[src/rtl/hazard_detection_ctrl_pkg.sv]
// Purpose: shared constants and types for the ID-stage hazard controller.
//   REG_AW / REG_ZERO : register-file address width and the hard-wired $0
//   hz_state_e        : stall FSM encoding (RUN, LD_WAIT)
//   LD_CNT_W          : width of the load-wait down-counter
package hazard_detection_ctrl_pkg;

  localparam int REG_AW = 5;
  localparam logic [REG_AW-1:0] REG_ZERO = '0;

  localparam int LD_CNT_W = 4;

  typedef enum logic {
    RUN     = 1'b0,
    LD_WAIT = 1'b1
  } hz_state_e;

endpackage

[src/rtl/hazard_detection_ctrl_if.sv]
// Purpose: bundle of pipeline-register fields seen by the hazard controller
//   and the stall/flush controls it returns.
//   master : pipeline side (drives EX/MEM/ID fields, receives controls)
//   slave  : hazard controller side
// There is no valid/ready handshake here: every field is a level that is
// sampled each cycle, and every control output is valid every cycle.
// dbg_state / dbg_cnt expose the stall FSM for observation.
interface hazard_detection_ctrl_if #(
  parameter int REG_AW = 5,
  parameter int CNT_W  = 16
);
  import hazard_detection_ctrl_pkg::*;

  logic              idex_mem_read;
  logic              idex_reg_write;
  logic [REG_AW-1:0] idex_rd;
  logic              exmem_mem_read;
  logic [REG_AW-1:0] exmem_rd;
  logic [REG_AW-1:0] ifid_rs;
  logic [REG_AW-1:0] ifid_rt;
  logic              ifid_use_rs;
  logic              ifid_use_rt;
  logic              ifid_is_branch;
  logic              branch_taken;
  logic              jump;

  logic              pc_enable;
  logic              ifid_enable;
  logic              ifid_flush;
  logic              idex_bubble;
  logic [CNT_W-1:0]  stall_count;

  hz_state_e         dbg_state;
  logic [LD_CNT_W-1:0] dbg_cnt;

  modport master (
    output idex_mem_read, idex_reg_write, idex_rd, exmem_mem_read, exmem_rd,
           ifid_rs, ifid_rt, ifid_use_rs, ifid_use_rt, ifid_is_branch,
           branch_taken, jump,
    input  pc_enable, ifid_enable, ifid_flush, idex_bubble, stall_count,
           dbg_state, dbg_cnt
  );

  modport slave (
    input  idex_mem_read, idex_reg_write, idex_rd, exmem_mem_read, exmem_rd,
           ifid_rs, ifid_rt, ifid_use_rs, ifid_use_rt, ifid_is_branch,
           branch_taken, jump,
    output pc_enable, ifid_enable, ifid_flush, idex_bubble, stall_count,
           dbg_state, dbg_cnt
  );

endinterface

[src/rtl/hazard_detection_ctrl_reg_match.sv]
// Purpose: decide whether a producer destination register is read by the
//   instruction currently in ID. $0 never matches.
//   i_rd              : producer destination register
//   i_rs / i_rt       : ID source registers
//   i_use_rs/i_use_rt : ID instruction actually reads rs / rt
//   o_match           : 1 when a real dependency exists
module hazard_reg_match #(
  parameter int REG_AW = 5
) (
  input  logic [REG_AW-1:0] i_rd,
  input  logic [REG_AW-1:0] i_rs,
  input  logic [REG_AW-1:0] i_rt,
  input  logic              i_use_rs,
  input  logic              i_use_rt,
  output logic              o_match
);

  logic w_nonzero;
  logic w_rs_hit;
  logic w_rt_hit;

  assign w_nonzero = |i_rd;
  assign w_rs_hit  = i_use_rs && (i_rd == i_rs);
  assign w_rt_hit  = i_use_rt && (i_rd == i_rt);
  assign o_match   = w_nonzero && (w_rs_hit || w_rt_hit);

endmodule

[src/rtl/hazard_detection_ctrl.sv]
// Purpose: ID-stage hazard controller for the 5-stage MIPS pipeline.
//   Detects load-use hazards (held for LOAD_LAT cycles) and, when branches
//   resolve in ID, branch-operand hazards against EX and MEM. Produces PC /
//   IF-ID hold, ID-EX bubble, IF-ID flush and a saturating stall counter.
// Ports:
//   clk   : rising-edge clock
//   reset : asynchronous reset, active low
//   bus   : hazard_detection_ctrl_if.slave (pipeline fields in, controls out)
module hazard_detection_ctrl
  import hazard_detection_ctrl_pkg::*;
#(
  parameter int REG_AW       = 5,
  parameter int LOAD_LAT     = 1,
  parameter int BRANCH_IN_ID = 1,
  parameter int CNT_W        = 16
) (
  input  logic                    clk,
  input  logic                    reset,
  hazard_detection_ctrl_if.slave  bus
);

  localparam logic                BR_EN   = (BRANCH_IN_ID != 0);
  localparam logic [LD_CNT_W-1:0] LD_INIT = LD_CNT_W'(LOAD_LAT - 1);
  localparam logic [LD_CNT_W-1:0] LD_ONE  = LD_CNT_W'(1);
  localparam logic [CNT_W-1:0]    CNT_ONE = CNT_W'(1);

  hz_state_e           r_state;
  logic [LD_CNT_W-1:0] r_cnt;
  logic [CNT_W-1:0]    r_stall_count;

  logic w_m_idex;
  logic w_m_exmem;
  logic w_lu;
  logic w_bex;
  logic w_bmem;
  logic w_stall;

  hazard_reg_match #(.REG_AW(REG_AW)) u_match_idex (
    .i_rd     (bus.idex_rd),
    .i_rs     (bus.ifid_rs),
    .i_rt     (bus.ifid_rt),
    .i_use_rs (bus.ifid_use_rs),
    .i_use_rt (bus.ifid_use_rt),
    .o_match  (w_m_idex)
  );

  hazard_reg_match #(.REG_AW(REG_AW)) u_match_exmem (
    .i_rd     (bus.exmem_rd),
    .i_rs     (bus.ifid_rs),
    .i_rt     (bus.ifid_rt),
    .i_use_rs (bus.ifid_use_rs),
    .i_use_rt (bus.ifid_use_rt),
    .o_match  (w_m_exmem)
  );

  assign w_lu   = bus.idex_mem_read && w_m_idex;
  // A load in EX is already covered by LU; BEX only handles ALU producers
  // whose result is forwardable to the ID comparator one cycle later.
  assign w_bex  = BR_EN && bus.ifid_is_branch && bus.idex_reg_write &&
                  !bus.idex_mem_read && w_m_idex;
  assign w_bmem = BR_EN && bus.ifid_is_branch && bus.exmem_mem_read && w_m_exmem;

  // In LD_WAIT the hazard inputs are ignored: the load is still in flight.
  assign w_stall = (r_state == LD_WAIT) || w_lu || w_bex || w_bmem;

  always_ff @(posedge clk or negedge reset) begin
    if (!reset) begin
      r_state       <= RUN;
      r_cnt         <= '0;
      r_stall_count <= '0;
    end else begin
      case (r_state)
        RUN: begin
          // LOAD_LAT=1 is fully served by the combinational LU stall.
          if (w_lu && (LOAD_LAT > 1)) begin
            r_state <= LD_WAIT;
            r_cnt   <= LD_INIT;
          end
        end
        LD_WAIT: begin
          r_cnt <= r_cnt - LD_ONE;
          if (r_cnt == LD_ONE) begin
            r_state <= RUN;
          end
        end
        default: begin
          r_state <= RUN;
          r_cnt   <= '0;
        end
      endcase

      if (w_stall && (r_stall_count != {CNT_W{1'b1}})) begin
        r_stall_count <= r_stall_count + CNT_ONE;
      end
    end
  end

  // While reset is held the pipeline is frozen with a bubble into EX,
  // independent of whatever the upstream fields show.
  assign bus.pc_enable   = reset && !w_stall;
  assign bus.ifid_enable = reset && !w_stall;
  assign bus.ifid_flush  = reset && !w_stall && (bus.branch_taken || bus.jump);
  assign bus.idex_bubble = !reset || w_stall;
  assign bus.stall_count = r_stall_count;

  assign bus.dbg_state   = r_state;
  assign bus.dbg_cnt     = r_cnt;

endmodule
[src/flat_wrapper.sv]
// flat-port wrapper written by rule: the top's interface ports become plain ports
module hazard_detection_ctrl_flat import hazard_detection_ctrl_pkg::*;
#(
  parameter int REG_AW       = 5,
  parameter int LOAD_LAT     = 1,
  parameter int BRANCH_IN_ID = 1,
  parameter int CNT_W        = 16
)
  (clk, reset, bus_idex_mem_read, bus_idex_reg_write, bus_idex_rd, bus_exmem_mem_read, bus_exmem_rd, bus_ifid_rs, bus_ifid_rt, bus_ifid_use_rs, bus_ifid_use_rt, bus_ifid_is_branch, bus_branch_taken, bus_jump, bus_pc_enable, bus_ifid_enable, bus_ifid_flush, bus_idex_bubble, bus_stall_count, bus_dbg_state, bus_dbg_cnt);
  hazard_detection_ctrl_if #(.REG_AW(REG_AW), .CNT_W(CNT_W)) bus_i ();
  input  logic clk;
  input  logic reset;
  input wire logic [$bits(bus_i.idex_mem_read)-1:0] bus_idex_mem_read;
  input wire logic [$bits(bus_i.idex_reg_write)-1:0] bus_idex_reg_write;
  input wire logic [$bits(bus_i.idex_rd)-1:0] bus_idex_rd;
  input wire logic [$bits(bus_i.exmem_mem_read)-1:0] bus_exmem_mem_read;
  input wire logic [$bits(bus_i.exmem_rd)-1:0] bus_exmem_rd;
  input wire logic [$bits(bus_i.ifid_rs)-1:0] bus_ifid_rs;
  input wire logic [$bits(bus_i.ifid_rt)-1:0] bus_ifid_rt;
  input wire logic [$bits(bus_i.ifid_use_rs)-1:0] bus_ifid_use_rs;
  input wire logic [$bits(bus_i.ifid_use_rt)-1:0] bus_ifid_use_rt;
  input wire logic [$bits(bus_i.ifid_is_branch)-1:0] bus_ifid_is_branch;
  input wire logic [$bits(bus_i.branch_taken)-1:0] bus_branch_taken;
  input wire logic [$bits(bus_i.jump)-1:0] bus_jump;
  output wire logic [$bits(bus_i.pc_enable)-1:0] bus_pc_enable;
  output wire logic [$bits(bus_i.ifid_enable)-1:0] bus_ifid_enable;
  output wire logic [$bits(bus_i.ifid_flush)-1:0] bus_ifid_flush;
  output wire logic [$bits(bus_i.idex_bubble)-1:0] bus_idex_bubble;
  output wire logic [$bits(bus_i.stall_count)-1:0] bus_stall_count;
  output wire logic [$bits(bus_i.dbg_state)-1:0] bus_dbg_state;
  output wire logic [$bits(bus_i.dbg_cnt)-1:0] bus_dbg_cnt;
  assign bus_i.idex_mem_read = bus_idex_mem_read;
  assign bus_i.idex_reg_write = bus_idex_reg_write;
  assign bus_i.idex_rd = bus_idex_rd;
  assign bus_i.exmem_mem_read = bus_exmem_mem_read;
  assign bus_i.exmem_rd = bus_exmem_rd;
  assign bus_i.ifid_rs = bus_ifid_rs;
  assign bus_i.ifid_rt = bus_ifid_rt;
  assign bus_i.ifid_use_rs = bus_ifid_use_rs;
  assign bus_i.ifid_use_rt = bus_ifid_use_rt;
  assign bus_i.ifid_is_branch = bus_ifid_is_branch;
  assign bus_i.branch_taken = bus_branch_taken;
  assign bus_i.jump = bus_jump;
  assign bus_pc_enable = bus_i.pc_enable;
  assign bus_ifid_enable = bus_i.ifid_enable;
  assign bus_ifid_flush = bus_i.ifid_flush;
  assign bus_idex_bubble = bus_i.idex_bubble;
  assign bus_stall_count = bus_i.stall_count;
  assign bus_dbg_state = bus_i.dbg_state;
  assign bus_dbg_cnt = bus_i.dbg_cnt;
  hazard_detection_ctrl #(.REG_AW(REG_AW), .LOAD_LAT(LOAD_LAT), .BRANCH_IN_ID(BRANCH_IN_ID), .CNT_W(CNT_W)) u_core (.clk(clk), .reset(reset), .bus(bus_i));
endmodule
[config.mk]
export PLATFORM = sky130hd
export DESIGN_NAME = hazard_detection_ctrl_flat
export DESIGN_NICKNAME = d
export VERILOG_FILES = /design/src/rtl/hazard_detection_ctrl_pkg.sv /design/src/rtl/hazard_detection_ctrl_if.sv /design/src/rtl/hazard_detection_ctrl_reg_match.sv /design/src/rtl/hazard_detection_ctrl.sv /design/src/flat_wrapper.sv
export SDC_FILE = /design/constraint.sdc
export NUM_CORES = 1
export LEC_CHECK = 0
export ABC_AREA = 1
export BUFFER_PORTS_ARGS = -buffer_cell sky130_fd_sc_hd__buf_2
export CAP_MARGIN = 10
export CORE_ASPECT_RATIO = 0.5
export CORE_UTILIZATION = 35
export CTS_CLUSTER_DIAMETER = 200
export DETAILED_ROUTE_END_ITERATION = 10
export GPL_TIMING_DRIVEN = 0
export SYNTH_ARGS = -nofsm -noshare
export SYNTH_HDL_FRONTEND = slang
export SYNTH_SLANG_ARGS = --single-unit
[constraint.sdc]
create_clock -name clk -period 3.6 [get_ports clk]
set_clock_uncertainty 0.1 [all_clocks]
set_input_delay 0.72 -clock clk [delete_from_list [all_inputs] [get_ports clk]]
set_output_delay 0.72 -clock clk [all_outputs]
set_load 0.05 [all_outputs]
==> flow_summary.ini, run 1 <==
[clock_tree]
cts_hold_buffers = 0
cts_tree = yes
clkTransAtPathRegs_ns = 0.08
numCtsBuffers = 3
clock_sinks = 21
ctsResizeCount = 0
htree_levels = 1
postCtsSetupBuffers = 0
clk_latency_ns = 0.26
cts-root-buf = clkbuf_8
clk_path_buf_depth = 2

[synthesis]
yosysUniqueCellTypes = 19
synth_seq_cells = 21
ys_seq_area_frac = 0.315
synth_area_mm2 = 0.00167
synth_warnings = 0
synth.avg_cell_area_um2 = 6.27
syn_nets = 299
postSynthCellCount = 266

[final_layout]
fill_cells = 492
n_antenna_cell = 0
stdcell_count = 390
drive_gt1_frac = 0.210
area_growth_pct = 23.9
layout.nets = 358
multi_input_area_um2 = 982
seq_area_um2 = 526

[place]
port_buffers = 54
dp_hpwl_um = 3190
gp_congestion = 0.873
placedCellCount = 386
dpl_worst_slack_ns = 0.815

[worst_setup_path]
path_max_fanout = 4
crit_required_ns = 2.78
startpoint_type = input pin
crit_family = buffers and inverters
crit_buf_inv = 5
reg2reg_to = u_core.bus.stall_count[7]
slowest_delay_ns = 0.25
worstPathArrival_ns = 1.93
r2r_start = u_core.bus.stall_count[0]
worst_r2r_path_depth = 9
ff2ff_setup_slack_ns = 1.60
path_cells = buf_2 > nor3_1 > nand3_1 > o21ai_0 > inv_1 > nand2_1 > nand4_1 > inv_1 > buf_4 > buf_2
cp-end-kind = output pin
cp_slowest_cell = buf_2
critPathKind = in -> out

[power]
clock_power_share = 0.246
power.switching_mw = 0.245
pwr_density_cell_mw_per_mm2 = 307
p_sw_frac = 0.386
ir_worst_vdd_mv = 0.166
p_int_mw = 0.389
p_seq_frac = 0.436
leakage_nw = 1.23
power_frac_comb = 0.318

[grt]
grt_pass1_wl_um = 6740
grt_max_degree = 23
grt-ovfl-total = 0
grt_pass1_vias = 1539
grtUsageTotal = 0.168
antenna_found_initial = 0

[hold_path]
hp-class = in -> async

[timing]
setup_viol = 0
relSlewSlack = 0.679
clock.fmax_ghz = 0.363
tns_ns = 0
fin_crit_ns = 2.75
setup_ws_ns = 0.846
rsz0062_at_grt = no
drv_slew = 0
period_share = 0.765
hold_viol = 0
worstMarginPinSlew_ns = 0.481

[route]
detail_route.vias_per_cell = 4.38
postRouteAntennaNets = 0
drc_errors = 0
post_drt_wl_per_cell_um = 10.1
drt-total-wl_um = 3940
drt_pass1_iterations = 4
num_vias = 1709
drtIter0Drc = 52

[floorplan]
core-area_mm2 = 0.00449
start_util = 0.372
dieArea_mm2 = 0.00506
rows = 17
die_x_um = 99.6
die_y_um = 50.8
io_pins = 55

[job]
max_cap_violations = 0

[run_status]
status = completed
routing by layer:
| metal | global-route usage | vias up | part of all wire |
|---|---|---|---|
| li1 | - | 929 | - |
| met1 | 0.222 | 734 | 0.52 |
| met2 | 0.296 | 42 | 0.43 |
| met3 | 0.0205 | 4 | 0.038 |
| met4 | 0.0441 | 0 | 0.011 |
| met5 | 0 | - | 0 |
synthesized netlist by cell type:
cell | instances | area share
nor2_1 | 32 | 0.072
nand2_1 | 110 | 0.25
xor2_1 | 6 | 0.032
nor3_1 | 3 | 0.0090
nand3_1 | 29 | 0.087
dfrtp_1 | 21 | 0.32
xnor2_1 | 9 | 0.047
nand3_4 | 1 | 0.011
a21oi_1 | 1 | 0.0030
buf_6 | 1 | 0.0068
nor2_4 | 2 | 0.014
nand3_2 | 3 | 0.018
o21ai_0 | 3 | 0.0090
buf_2 | 2 | 0.0060
inv_1 | 35 | 0.079
buf_4 | 1 | 0.0045
ha_1 | 3 | 0.023
nand4_1 | 3 | 0.011
nand2_4 | 1 | 0.0068
power groups by stage:
stage	clock network (mW)	registers (mW)	logic (mW)
5_1_grt	0.170	0.282	0.221
4_1_cts	0.161	0.276	0.203
3_5_place_dp	0	0.281	0.202
6_report	0.156	0.276	0.201
2_1_floorplan	0	0.333	0.0856
3_3_place_gp	0	0.281	0.201
area by class of cell:
cell class / instances / area share
buffer: 4 / 0.0139
clock buffer: 4 / 0.0218
inverter: 35 / 0.0636
multi-input combinational: 206 / 0.475
sequential: 21 / 0.254
tap: 66 / 0.0400
timing repair buffer: 54 / 0.131
placed cells by master, fill, tap and decap left out, types with 2 or more instances in the layout:
cell	instances
inv_1	35
clkbuf_8	3
nand4_1	3
dfrtp_1	21
o21ai_0	3
buf_2	56
xor2_1	6
nor3_1	3
nand3_2	3
ha_1	3
xnor2_1	9
nand3_1	29
nor2_4	2
nor2_1	32
nand2_1	110
sequential cells by signal (all words and copies together) (netlist names):
name	cells
u_core.bus.dbg_cnt	4
u_core.bus.dbg_state	1
u_core.bus.stall_count	16
per-stage QoR:
step	hold WS (ns)	cell area, um2	util	total power [mW]
2_1_floorplan	0.324	1670	-	0.418
3_3_place_gp	0.382	2020	0.450	0.482
3_5_place_dp	0.386	2020	0.450	0.483
4_1_cts	0.321	2070	0.460	0.640
5_1_grt	0.339	2070	0.460	0.673
6_report	0.305	2070	0.460	0.634
worst max path at each step:
stage                         from        endpoint  slack [ns]  cells after the start
floorplan           bus_idex_rd[3]  bus_ifid_flush        0.22                      7
global placement    bus_idex_rd[3]   bus_pc_enable        0.84                     10
detailed placement  bus_idex_rd[3]   bus_pc_enable        0.81                     10
CTS                 bus_idex_rd[3]   bus_pc_enable        0.82                     10
global route        bus_idex_rd[3]   bus_pc_enable        0.66                     10
finish              bus_idex_rd[3]   bus_pc_enable        0.85                     10
cells by family after synthesis:
logic type	Yosys count	share of synthesized area
simple gates	184	0.476
xor+xnor	15	0.0788
compound gates	4	0.0120
buf+inv	39	0.0960
fa+ha+maj	3	0.0225
flops	21	0.315
Note: power is estimated with default switching activity, not from simulation.
==> run 2, diff against run 1 <==
- clock period: 3.6 -> 2.63 ns (I/O delays scaled with it)
==> run 2 against run 1 <==
Against the previous run:
- non-clock buffer count stayed put
- total power is 38% higher
- flip-flop and latch count stayed put
- core utilization is 0.56 points higher
- global-route usage is 0.051 points higher
- highest routed layer unchanged
==> flow_summary.ini, run 2 (synthesis gave the netlist of run 1 again) <==
[floorplan]
dieArea_mm2 = 0.00506
io_pins = 55
core-area_mm2 = 0.00449
die_y_um = 50.8
die_x_um = 99.6
start_util = 0.372
rows = 17

[place]
dpl_worst_slack_ns = 0.102
gp_congestion = 0.845
port_buffers = 54
dp_hpwl_um = 3220

[route]
num_vias = 1738
postRouteAntennaNets = 0
drt_pass1_iterations = 4
drtIter0Drc = 45
drt-total-wl_um = 3980
drc_errors = 0
detail_route.vias_per_cell = 4.46
post_drt_wl_per_cell_um = 10.2

[final_layout]
n_antenna_cell = 0
fill_cells = 470
area_growth_pct = 25.4
layout.nets = 358
final_cell_mix = 110 x nand2_1, 55 x buf_2, 33 x inv_1
mostFrequentLayoutCell = nand2_1
largest_register_ffs = 16
drive_gt1_frac = 0.222

[power]
pwr_density_cell_mw_per_mm2 = 419
leakage_nw = 1.24
p_total_mw = 0.876
ir_worst_vdd_mv = 0.169

[clock_tree]
clkTransAtPathRegs_ns = 0.08
htree_levels = 1
cts-root-buf = clkbuf_8
cts_hold_buffers = 0
postCtsSetupBuffers = 0
numCtsBuffers = 3
ctsResizeCount = 0
clk_path_buf_depth = 2
clk_latency_ns = 0.26
cts_tree = yes
clock_sinks = 21

[grt]
grtUsageTotal = 0.169
grt_max_degree = 23
grt_pass1_vias = 1549
grt-ovfl-total = 0
antenna_found_initial = 0
grt_pass1_wl_um = 6870

[run_status]
status = completed

[worst_setup_path]
startpoint_type = input pin
startpoint = bus_idex_rd[3]
r2r_start = u_core.bus.stall_count[0]
worstPathArrival_ns = 1.85
worst_r2r_path_depth = 9
path_max_fanout = 4
cp-end-kind = output pin
critPathKind = in -> out
crit_required_ns = 2.00

[timing]
rsz0062_at_grt = no
hold_viol = 0
relSlewSlack = 0.672
hold_slack_ns = 0.115
setup_ws_ns = 0.152
clock.fmax_ghz = 0.404
drv_slew = 0
setup_viol = 0
worstMarginPinSlew_ns = 0.492
period_share = 0.942
fin_crit_ns = 2.48

[hold_path]
hp-class = in -> async

[job]
max_cap_violations = 0
## run 2: cell type report
class | instances | area, um2 | area share
tap | 66 | 82.6 | 0.0395
timing repair buffer | 54 | 273 | 0.130
clock buffer | 4 | 45.0 | 0.0215
multi-input combinational | 206 | 995 | 0.476
inverter | 35 | 134 | 0.0640
sequential | 21 | 526 | 0.251
buffer | 4 | 36.3 | 0.0174
## run 2: final timing paths
kind	to	slack, ns
min in group clk	u_core.bus.dbg_cnt[3]	0.39
max in group asynchronous	u_core.bus.stall_count[3]	1.98
worst max-delay path	bus_pc_enable	0.15
worst min register to register	u_core.bus.dbg_cnt[3]	0.39
worst max register to register	u_core.bus.stall_count[6]	0.64
worst min-delay path	u_core.bus.stall_count[14]	0.12
## run 2: critical path: stages
cell	delay [ns]
buf_2	0.13
nor3_2	0.19
nand3_1	0.09
o21ai_1	0.08
inv_1	0.06
nand2_1	0.09
nand4_1	0.24
inv_4	0.14
buf_8	0.09
clkbuf_4	0.21
## run 2: per-layer routing
layer,vias up,GRT usage,share of wire
met5,-,0,0
met4,0,0.0294,0.0055
met3,2,0.0274,0.032
met2,39,0.300,0.47
met1,770,0.222,0.50
li1,927,-,-
## run 2: report_power, final
group / internal [mW] / switching (mW)
combinational: 0.0837 / 0.201
sequential: 0.344 / 0.0352
clock: 0.108 / 0.104
## run 2: through the flow
| step | utilization | cells | instance area, um2 | TNS [ns] |
|---|---|---|---|---|
| 2_1_floorplan | - | 266 | 1690 | -0.292 |
| 3_3_place_gp | 0.455 | 386 | 2040 | 0 |
| 3_5_place_dp | 0.455 | 386 | 2040 | 0 |
| 4_1_cts | 0.465 | 390 | 2090 | 0 |
| 5_1_grt | 0.466 | 390 | 2090 | 0 |
| 6_report | 0.466 | 390 | 2090 | 0 |
